## config.mk

```make
export PLATFORM = sky130hd
export DESIGN_NAME = rsa_job_sequencer
export DESIGN_NICKNAME = d
export VERILOG_FILES = /design/src/rtl/rsa_pkg.sv /design/src/rtl/rsa_key_cache.sv /design/src/rtl/rsa_job_sequencer.sv
export SDC_FILE = /design/constraint.sdc
export NUM_CORES = 2
export LEC_CHECK = 0
export CORE_AREA = 2 2 602 604
export DETAILED_ROUTE_END_ITERATION = 7
export DIE_AREA = 0 0 604 606
export SKIP_LAST_GASP = 1
export SYNTH_ARGS = -nofsm -noshare
export SYNTH_HDL_FRONTEND = slang
export SYNTH_HIERARCHICAL = 1
export SYNTH_SLANG_ARGS = --single-unit
```

## constraint.sdc

```tcl
create_clock -name clk -period 3.35 [get_ports clk]
set_input_delay 0.67 -clock clk [delete_from_list [all_inputs] [get_ports clk]]
set_output_delay 0.67 -clock clk [all_outputs]
set_load 0.02 [all_outputs]
```

## src/rtl/rsa_pkg.sv

```systemverilog
// ----------------------------------------------------------------------------
// rsa_pkg
// Shared definitions for the RSA job sequencer slice: the sequencer FSM state
// encoding, the encrypt/decrypt direction codes and the default prime width.
// No ports (package).
// ----------------------------------------------------------------------------
package rsa_pkg;

    localparam int unsigned DEFAULT_WIDTH = 128;

    // Direction codes as seen on job_enc_dec / core_encrypt_decrypt
    localparam logic ENC = 1'b0;
    localparam logic DEC = 1'b1;

    typedef enum logic [2:0] {
        IDLE      = 3'd0,
        INV_START = 3'd1,
        INV_ARM   = 3'd2,
        INV_WAIT  = 3'd3,
        EXP_START = 3'd4,
        EXP_ARM   = 3'd5,
        EXP_WAIT  = 3'd6,
        OUT       = 3'd7
    } state_e;

endpackage

```

## src/rtl/rsa_key_cache.sv

```systemverilog
// ----------------------------------------------------------------------------
// rsa_key_cache
// Remembers p, q and direction of the last completed key inversion and
// reports whether an incoming job can reuse it.
// Ports:
//   clk, reset            - clock, synchronous active-high reset
//   store                 - record store_* as the current inverted key
//   invalidate            - forget the cached key (abandoned job)
//   store_p/q/enc_dec     - key values that were just inverted by the core
//   cmp_p/q/enc_dec       - key values offered with the next job
//   hit                   - cached key valid and equal to cmp_* (combinational)
// ----------------------------------------------------------------------------
module rsa_key_cache
    import rsa_pkg::*;
#(
    parameter int unsigned WIDTH = DEFAULT_WIDTH
) (
    input  logic             clk,
    input  logic             reset,
    input  logic             store,
    input  logic             invalidate,
    input  logic [WIDTH-1:0] store_p,
    input  logic [WIDTH-1:0] store_q,
    input  logic             store_enc_dec,
    input  logic [WIDTH-1:0] cmp_p,
    input  logic [WIDTH-1:0] cmp_q,
    input  logic             cmp_enc_dec,
    output logic             hit
);

    logic [WIDTH-1:0] p_q, p_d;
    logic [WIDTH-1:0] q_q, q_d;
    logic             enc_dec_q, enc_dec_d;
    logic             key_valid_q, key_valid_d;

    // Next-state for the cached key; store wins over invalidate because both
    // cannot legally happen in the same cycle.
    always_comb begin
        p_d         = p_q;
        q_d         = q_q;
        enc_dec_d   = enc_dec_q;
        key_valid_d = key_valid_q;
        if (store) begin
            p_d         = store_p;
            q_d         = store_q;
            enc_dec_d   = store_enc_dec;
            key_valid_d = 1'b1;
        end else if (invalidate) begin
            key_valid_d = 1'b0;
        end else begin
            key_valid_d = key_valid_q;
        end
    end

    // Cached key registers
    always_ff @(posedge clk) begin
        if (reset) begin
            p_q         <= '0;
            q_q         <= '0;
            enc_dec_q   <= 1'b0;
            key_valid_q <= 1'b0;
        end else begin
            p_q         <= p_d;
            q_q         <= q_d;
            enc_dec_q   <= enc_dec_d;
            key_valid_q <= key_valid_d;
        end
    end

    assign hit = key_valid_q && (p_q == cmp_p) && (q_q == cmp_q) && (enc_dec_q == cmp_enc_dec);

endmodule

```

## src/rtl/rsa_job_sequencer.sv

```systemverilog
// ----------------------------------------------------------------------------
// rsa_job_sequencer
// Front-end for the RSA control core: accepts a job (p, q, direction, message)
// over valid/ready, pulses the core's inverter and mod-exp starts, waits for
// the finish flags and returns the result over valid/ready. Key inversion is
// skipped when p, q and direction match the last completed inversion.
// Optional watchdog: define RSA_JOB_SEQ_TIMEOUT_EN to abort a WAIT phase after
// TIMEOUT_CYCLES cycles and raise a sticky timeout_err.
// Ports:
//   clk, reset                         - clock, synchronous active-high reset
//   key_p, key_q, job_enc_dec, job_msg - job contents, sampled on accept
//   job_valid / job_ready              - job handshake
//   core_p, core_q, core_encrypt_decrypt, core_msg_in - held core operands
//   core_reset_inverter, core_reset_mod_exp           - one-cycle start pulses
//   core_inverter_finish, core_mod_exp_finish, core_msg_out - core status/result
//   res_msg / res_valid / res_ready    - result handshake
//   busy                               - sequencer not idle
//   timeout_err                        - sticky watchdog flag (0 when disabled)
// ----------------------------------------------------------------------------
module rsa_job_sequencer
    import rsa_pkg::*;
#(
    parameter int unsigned WIDTH          = DEFAULT_WIDTH,
    parameter int unsigned TIMEOUT_CYCLES = 65535
) (
    input  logic               clk,
    input  logic               reset,
    input  logic [WIDTH-1:0]   key_p,
    input  logic [WIDTH-1:0]   key_q,
    input  logic               job_enc_dec,
    input  logic [2*WIDTH-1:0] job_msg,
    input  logic               job_valid,
    output logic               job_ready,
    output logic [WIDTH-1:0]   core_p,
    output logic [WIDTH-1:0]   core_q,
    output logic               core_encrypt_decrypt,
    output logic [2*WIDTH-1:0] core_msg_in,
    output logic               core_reset_inverter,
    output logic               core_reset_mod_exp,
    input  logic               core_inverter_finish,
    input  logic               core_mod_exp_finish,
    input  logic [2*WIDTH-1:0] core_msg_out,
    output logic [2*WIDTH-1:0] res_msg,
    output logic               res_valid,
    input  logic               res_ready,
    output logic               busy,
    output logic               timeout_err
);

    state_e             state_q, state_d;
    logic [WIDTH-1:0]   core_p_q, core_p_d;
    logic [WIDTH-1:0]   core_q_q, core_q_d;
    logic               core_enc_q, core_enc_d;
    logic [2*WIDTH-1:0] core_msg_q, core_msg_d;
    logic [2*WIDTH-1:0] res_msg_q, res_msg_d;
    logic               inv_pulse_q, inv_pulse_d;
    logic               exp_pulse_q, exp_pulse_d;
    logic               res_valid_q, res_valid_d;
    logic               job_ready_q, job_ready_d;
    logic               busy_q, busy_d;
    logic               cache_hit_s;
    logic               cache_store_s;
    logic               cache_inval_s;

`ifdef RSA_JOB_SEQ_TIMEOUT_EN
    localparam logic [31:0] PHASE_LAST = 32'(TIMEOUT_CYCLES - 1);
    logic [31:0]        phase_cnt_q, phase_cnt_d;
    logic               timeout_err_q, timeout_err_d;
    logic               phase_expired_s;
`endif

    rsa_key_cache #(
        .WIDTH (WIDTH)
    ) u_key_cache (
        .clk           (clk),
        .reset         (reset),
        .store         (cache_store_s),
        .invalidate    (cache_inval_s),
        .store_p       (core_p_q),
        .store_q       (core_q_q),
        .store_enc_dec (core_enc_q),
        .cmp_p         (key_p),
        .cmp_q         (key_q),
        .cmp_enc_dec   (job_enc_dec),
        .hit           (cache_hit_s)
    );

    // Next-state, operand latching and registered-output decode
    always_comb begin
        state_d       = state_q;
        core_p_d      = core_p_q;
        core_q_d      = core_q_q;
        core_enc_d    = core_enc_q;
        core_msg_d    = core_msg_q;
        res_msg_d     = res_msg_q;
        cache_store_s = 1'b0;
        cache_inval_s = 1'b0;
`ifdef RSA_JOB_SEQ_TIMEOUT_EN
        phase_cnt_d     = phase_cnt_q;
        timeout_err_d   = timeout_err_q;
        phase_expired_s = (phase_cnt_q == PHASE_LAST);
`endif
        case (state_q)
            IDLE: begin
                if (job_valid && job_ready_q) begin
                    core_p_d   = key_p;
                    core_q_d   = key_q;
                    core_enc_d = job_enc_dec;
                    core_msg_d = job_msg;
                    state_d    = cache_hit_s ? EXP_START : INV_START;
                end else begin
                    state_d = IDLE;
                end
            end
            INV_START: state_d = INV_ARM;
            INV_ARM: begin
                // Finish flag may still be high from the previous job here
                state_d = INV_WAIT;
`ifdef RSA_JOB_SEQ_TIMEOUT_EN
                phase_cnt_d = 32'd0;
`endif
            end
            INV_WAIT: begin
                if (core_inverter_finish) begin
                    cache_store_s = 1'b1;
                    state_d       = EXP_START;
                end
`ifdef RSA_JOB_SEQ_TIMEOUT_EN
                else if (phase_expired_s) begin
                    timeout_err_d = 1'b1;
                    cache_inval_s = 1'b1;
                    state_d       = IDLE;
                end else begin
                    phase_cnt_d = phase_cnt_q + 32'd1;
                end
`else
                else begin
                    state_d = INV_WAIT;
                end
`endif
            end
            EXP_START: state_d = EXP_ARM;
            EXP_ARM: begin
                state_d = EXP_WAIT;
`ifdef RSA_JOB_SEQ_TIMEOUT_EN
                phase_cnt_d = 32'd0;
`endif
            end
            EXP_WAIT: begin
                if (core_mod_exp_finish) begin
                    res_msg_d = core_msg_out;
                    state_d   = OUT;
                end
`ifdef RSA_JOB_SEQ_TIMEOUT_EN
                else if (phase_expired_s) begin
                    timeout_err_d = 1'b1;
                    cache_inval_s = 1'b1;
                    state_d       = IDLE;
                end else begin
                    phase_cnt_d = phase_cnt_q + 32'd1;
                end
`else
                else begin
                    state_d = EXP_WAIT;
                end
`endif
            end
            OUT: begin
                // No bypass: a new job is only taken once back in IDLE
                if (res_ready) begin
                    state_d = IDLE;
                end else begin
                    state_d = OUT;
                end
            end
            default: state_d = IDLE;
        endcase

        // Outputs are decoded from the next state so they are flop outputs
        job_ready_d = (state_d == IDLE);
        busy_d      = (state_d != IDLE);
        res_valid_d = (state_d == OUT);
        inv_pulse_d = (state_d == INV_START);
        exp_pulse_d = (state_d == EXP_START);
    end

    // State, operand and output registers
    always_ff @(posedge clk) begin
        if (reset) begin
            state_q     <= IDLE;
            core_p_q    <= '0;
            core_q_q    <= '0;
            core_enc_q  <= 1'b0;
            core_msg_q  <= '0;
            res_msg_q   <= '0;
            inv_pulse_q <= 1'b0;
            exp_pulse_q <= 1'b0;
            res_valid_q <= 1'b0;
            job_ready_q <= 1'b1;
            busy_q      <= 1'b0;
        end else begin
            state_q     <= state_d;
            core_p_q    <= core_p_d;
            core_q_q    <= core_q_d;
            core_enc_q  <= core_enc_d;
            core_msg_q  <= core_msg_d;
            res_msg_q   <= res_msg_d;
            inv_pulse_q <= inv_pulse_d;
            exp_pulse_q <= exp_pulse_d;
            res_valid_q <= res_valid_d;
            job_ready_q <= job_ready_d;
            busy_q      <= busy_d;
        end
    end

`ifdef RSA_JOB_SEQ_TIMEOUT_EN
    // Watchdog phase counter and sticky error flag
    always_ff @(posedge clk) begin
        if (reset) begin
            phase_cnt_q   <= 32'd0;
            timeout_err_q <= 1'b0;
        end else begin
            phase_cnt_q   <= phase_cnt_d;
            timeout_err_q <= timeout_err_d;
        end
    end

    assign timeout_err = timeout_err_q;
`else
    assign timeout_err = 1'b0;
`endif

    assign job_ready            = job_ready_q;
    assign busy                 = busy_q;
    assign res_valid            = res_valid_q;
    assign res_msg              = res_msg_q;
    assign core_p               = core_p_q;
    assign core_q               = core_q_q;
    assign core_encrypt_decrypt = core_enc_q;
    assign core_msg_in          = core_msg_q;
    assign core_reset_inverter  = inv_pulse_q;
    assign core_reset_mod_exp   = exp_pulse_q;

endmodule
```

==> flow_metrics.py <==
metrics = {
    "power": {
        "internal-power_mw": 24.9,
        "clkPwrFrac_pct": 41.5,
        "ir_drop_uv": 451,
        "power.sequential.fraction_pct": 36.7,
        "powerDensity_nw_per_um2": 541,
        "p_leak_nw": 22.0,
        "power.share.switching_pct": 32.4,
        "power.switching_mw": 11.9,
        "power.share.combinational_pct": 21.8,
    },
    "logic_synthesis": {
        "synth_compound_area_share_pct": 17.6,
        "netlist_instances": 4780,
        "synthesis_warning_total": 6,
        "ys_ff_latch": 1035,
        "synth_area_per_cell_sq_um": 8.48,
        "synth_cell_type_count": 53,
        "synth_enable_flop_cells": 0,
        "post_synth_mux_area_share_pct": 6.37,
        "proportion_of_synthesized_chip_area_in_sequential_cells_pct": 51.1,
        "ys_dominant_reg_cell": "sky130_fd_sc_hd__dfxtp_1",
        "synth_xor_xnor_area_share_pct": 3.42,
        "synth-async-reset-ratio_pct": 0,
        "synthesis.area_sq_um": 40500,
        "yosys.area_share.adder_pct": 0,
        "combinational_family_with_the_most_area_after_synthesis": "compound AO/OA/AOI/OAI gates",
        "yosys.area_share.simple_pct": 16.2,
    },
    "clock_network": {
        "clkSlewWorstSetupHoldPaths_ns": 0.06,
        "clock_tree.root_cell": "sky130_fd_sc_hd__clkbuf_16",
        "tritoncts_num_sinks": 1035,
        "worst_skew_pair.late_latency_ns": 0.87,
        "postcts_setup_bufs": 0,
        "post_cts_hold_buffer_count": 0,
        "clockBufferDepth": 4,
        "number_of_buffers_added_by_the_clock_tree_synthesis_step": 137,
        "tritoncts": "yes",
        "cts-htree-levels": 4,
    },
    "global_route": {
        "grt_overflow_total": 0,
        "number_of_antenna_violations_at_the_first_check_in_global_routing": 155,
        "grt_start_max_net_pins": 123,
        "vias_in_the_first_global_route": 40416,
        "grt_first_pass_wirelength_um": 428000,
        "grt.total_usage_pct": 17.8,
    },
    "job": {
        "cap_viol_max_count": 0,
    },
    "sta": {
        "worst_pin_slew_ns": 1.03,
        "final.setup_skew_ns": 0.110,
        "timing.final.ws_setup_ns": -0.0750,
        "setup_viol": 2,
        "rsz0062_at_grt": "yes",
        "clock.fmax_mhz": 292,
        "hold-worst-slack_ns": 0.355,
        "finalHoldViolations": 0,
        "report.final.slew_viol_count": 0,
        "finalCriticalPeriod_ns": 3.43,
        "fin_crit_sh_pct": 102,
        "slew-limit-headroom_pct": 31.2,
    },
    "placed_design": {
        "gp_routability_congestion": 0.992,
        "hpwl_um": 285000,
        "dpl_cell_area_sq_um": 63200,
        "number_of_buffer_cells_added_on_primary_ports": 1548,
    },
    "worst_setup_path": {
        "crit_buf_inv": 5,
        "rr_startpoint": "u_key_cache/q_q[81]",
        "worst_r2r_endpoint": "res_valid",
        "critPathMaxStageDelay_ns": 0.52,
        "reg2reg_slack_ns": -0.02,
        "critical_path.endpoint": "res_valid",
        "cp.depth": 13,
        "timing.critical_path.cells": "clkdlybuf4s50_1 -> xnor2_4 -> buf_12 -> nand4_1 -> buf_6 -> nor4_4 -> buf_4 -> nand4_1 -> or4_4 -> nor4_4 -> buf_12 -> nand4b_1 -> a21oi_2",
        "worst-setup-path-type": "input port to flop",
        "timing.critical_path.arrival_ns": 4.13,
        "required_ns": 4.05,
        "worst_path_max_delay_cell": "sky130_fd_sc_hd__clkdlybuf4s50_1",
        "critical_path_launch_point_type": "input port",
        "crit_path_start": "key_q[11]",
        "crit_path_max_fanout": 3,
        "timing.critical_path.to_type": "flop",
        "family_with_the_most_delay_on_the_worst_path": "simple AND/OR/NAND/NOR gates",
        "r2r_cells": 12,
    },
    "die": {
        "die_h_um": 606,
        "die_area_sq_um": 366000,
        "core.rowCount": 221,
        "die_w_um": 604,
        "initial_utilization_pct": 11.2,
        "num_io_pins": 1550,
        "area_of_the_placeable_core_sq_um": 360000,
    },
    "run_status": {
        "failing_checks": "negative setup slack",
        "run_status": "finished with violations",
    },
    "drt": {
        "met1Wirelength_um": 133000,
        "drt-wirelength-per-cell_um": 30.7,
        "route.final.wire_length_um": 344000,
        "ant_nets": 0,
        "routed-wl-met3_um": 53700,
        "met2RoutedLength_um": 144000,
        "drt_first_pass_iters": 8,
        "maxUsedRoutingLayer": "met5",
        "detail_route.vias_per_cell": 3.92,
        "vias": 44063,
        "detailedRoute.firstIterationViolations": 4983,
        "drc": 0,
    },
    "worst_hold_path": {
        "timing.hold.worst.class": "input port to flop",
        "timing.hold.worst.start": "key_q[81]",
        "holdPathStages": 4,
    },
    "layout": {
        "area_growth_syn_to_layout_pct": 67.7,
        "finalInstanceArea_sq_um": 67900,
        "final_nets": 7074,
        "drive_above_1_share_pct": 8.13,
    },
}
## metrics by stage
stage               power [mW]  instances  setup WS [ns]  TNS [ns]  util, %
floorplan                 16.9       4781          0.809         0        -
CTS                       37.2      11193         -0.177    -0.651     18.8
finish                    36.8      11235        -0.0750    -0.144     18.9
global route              38.1      11218        -0.0818    -0.143     18.8
detailed placement        21.7      10954          -1.40     -6.64     17.5
global placement          21.7      10954          -1.43     -6.89     17.5
## logic make-up after synthesis
kind of cell,after synthesis
muxes,258
other,1
AOI/OAI and AO/OA,1366
xor gates and xnor gates,158
and+or+nand+nor,1453
buffers and inverters,509
DFF,1035
## layer usage
layer  vias up  GRT usage, %
met2      2489          25.5
met1     21362          20.9
met3       549          11.4
li1      19605             -
met5         -         0.183
met4        58          7.05
## worst min path at each step
stage,to
floorplan,u_key_cache/key_valid_q
global placement,res_msg[149]
detailed placement,res_msg[20]
CTS,res_msg[15]
global route,res_msg[142]
finish,core_q[81]
## cells in the final DEF, fill, tap and decap left out, types with 20 or more instances in the layout
cell type	instances
sky130_fd_sc_hd__o21ai_0	513
sky130_fd_sc_hd__diode_2	42
sky130_fd_sc_hd__nand4_1	39
sky130_fd_sc_hd__nand3_1	513
sky130_fd_sc_hd__clkbuf_8	30
sky130_fd_sc_hd__xor2_1	42
sky130_fd_sc_hd__buf_12	78
sky130_fd_sc_hd__nand2_1	517
sky130_fd_sc_hd__buf_4	189
sky130_fd_sc_hd__nor2b_1	34
sky130_fd_sc_hd__nor2_1	260
sky130_fd_sc_hd__clkbuf_1	29
sky130_fd_sc_hd__nand2b_1	35
sky130_fd_sc_hd__xnor2_1	111
sky130_fd_sc_hd__o22ai_1	25
sky130_fd_sc_hd__inv_1	74
sky130_fd_sc_hd__clkbuf_16	141
sky130_fd_sc_hd__nor4_1	20
sky130_fd_sc_hd__mux2i_1	258
sky130_fd_sc_hd__clkdlybuf4s50_1	1539
sky130_fd_sc_hd__a21oi_1	772
sky130_fd_sc_hd__dfxtp_1	1032
## area by class of cell
| class | instances | area [sq um] |
|---|---|---|
| inverter | 77 | 289 |
| timing repair buffer | 1811 | 18400 |
| fill | 40106 | 292000 |
| tap | 4794 | 6000 |
| clock inverter | 39 | 485 |
| sequential | 1035 | 20700 |
| multi-input combinational | 3237 | 17800 |
| antenna | 42 | 105 |
| clock buffer | 200 | 4050 |
## synth_stat cells (all sizes together), types with 2 or more instances
master   count  share of area (%)
and2b        7               0.14
buf        138                1.8
nor4        28               0.46
nor2b       35               0.56
o221ai       4              0.086
nand2b      35               0.54
nand2      518                4.8
o21ai      513                6.3
clkbuf     294                2.7
nor2       260                2.4
nand4       39               0.60
o22ai       25               0.39
xnor2      116                2.5
a221oi      12               0.27
nand4b       2              0.043
a221o        2              0.049
nand3      513                6.3
or3          2              0.043
nor3         2              0.037
mux2i      258                6.4
xor2        42               0.91
a2111o      13               0.36
or2b         3              0.065
or4          3              0.059
a22o         5               0.11
inv         77               0.71
dfxtp     1035                 51
a2111oi      2              0.059
o2111ai     13               0.28
a21oi      773                9.5
## power by group through the flow
stage | logic [mW] | clock network, mW | registers [mW]
after floorplan | 2.55 | 0 | 14.4
after global placement | 8.02 | 0 | 13.7
after detailed placement | 8.00 | 0 | 13.7
after CTS | 8.04 | 15.7 | 13.5
after global routing | 8.39 | 16.1 | 13.5
final | 8.03 | 15.3 | 13.5
## sequential cells by signal, indices dropped and copies added, names as in the netlist, 3 cells and up
register / count
core_msg_in: 256
core_p: 128
core_q: 128
res_msg: 256
state_q: 3
u_key_cache/p_q: 128
u_key_cache/q_q: 128
## worst min-delay path: stages
cell	delay, ns
sky130_fd_sc_hd__dlymetal6s2s_1	0.19
sky130_fd_sc_hd__buf_4	0.18
sky130_fd_sc_hd__nand3_1	0.06
sky130_fd_sc_hd__a21oi_1	0.05
## what timing repair did
item | 4_1_cts | 5_1_grt
resized for setup | 15 | 9
setup endpoints to repair | 5 | 5
pin swaps | 8 | 6
No activity file was read; power rests on OpenSTA's default activity.
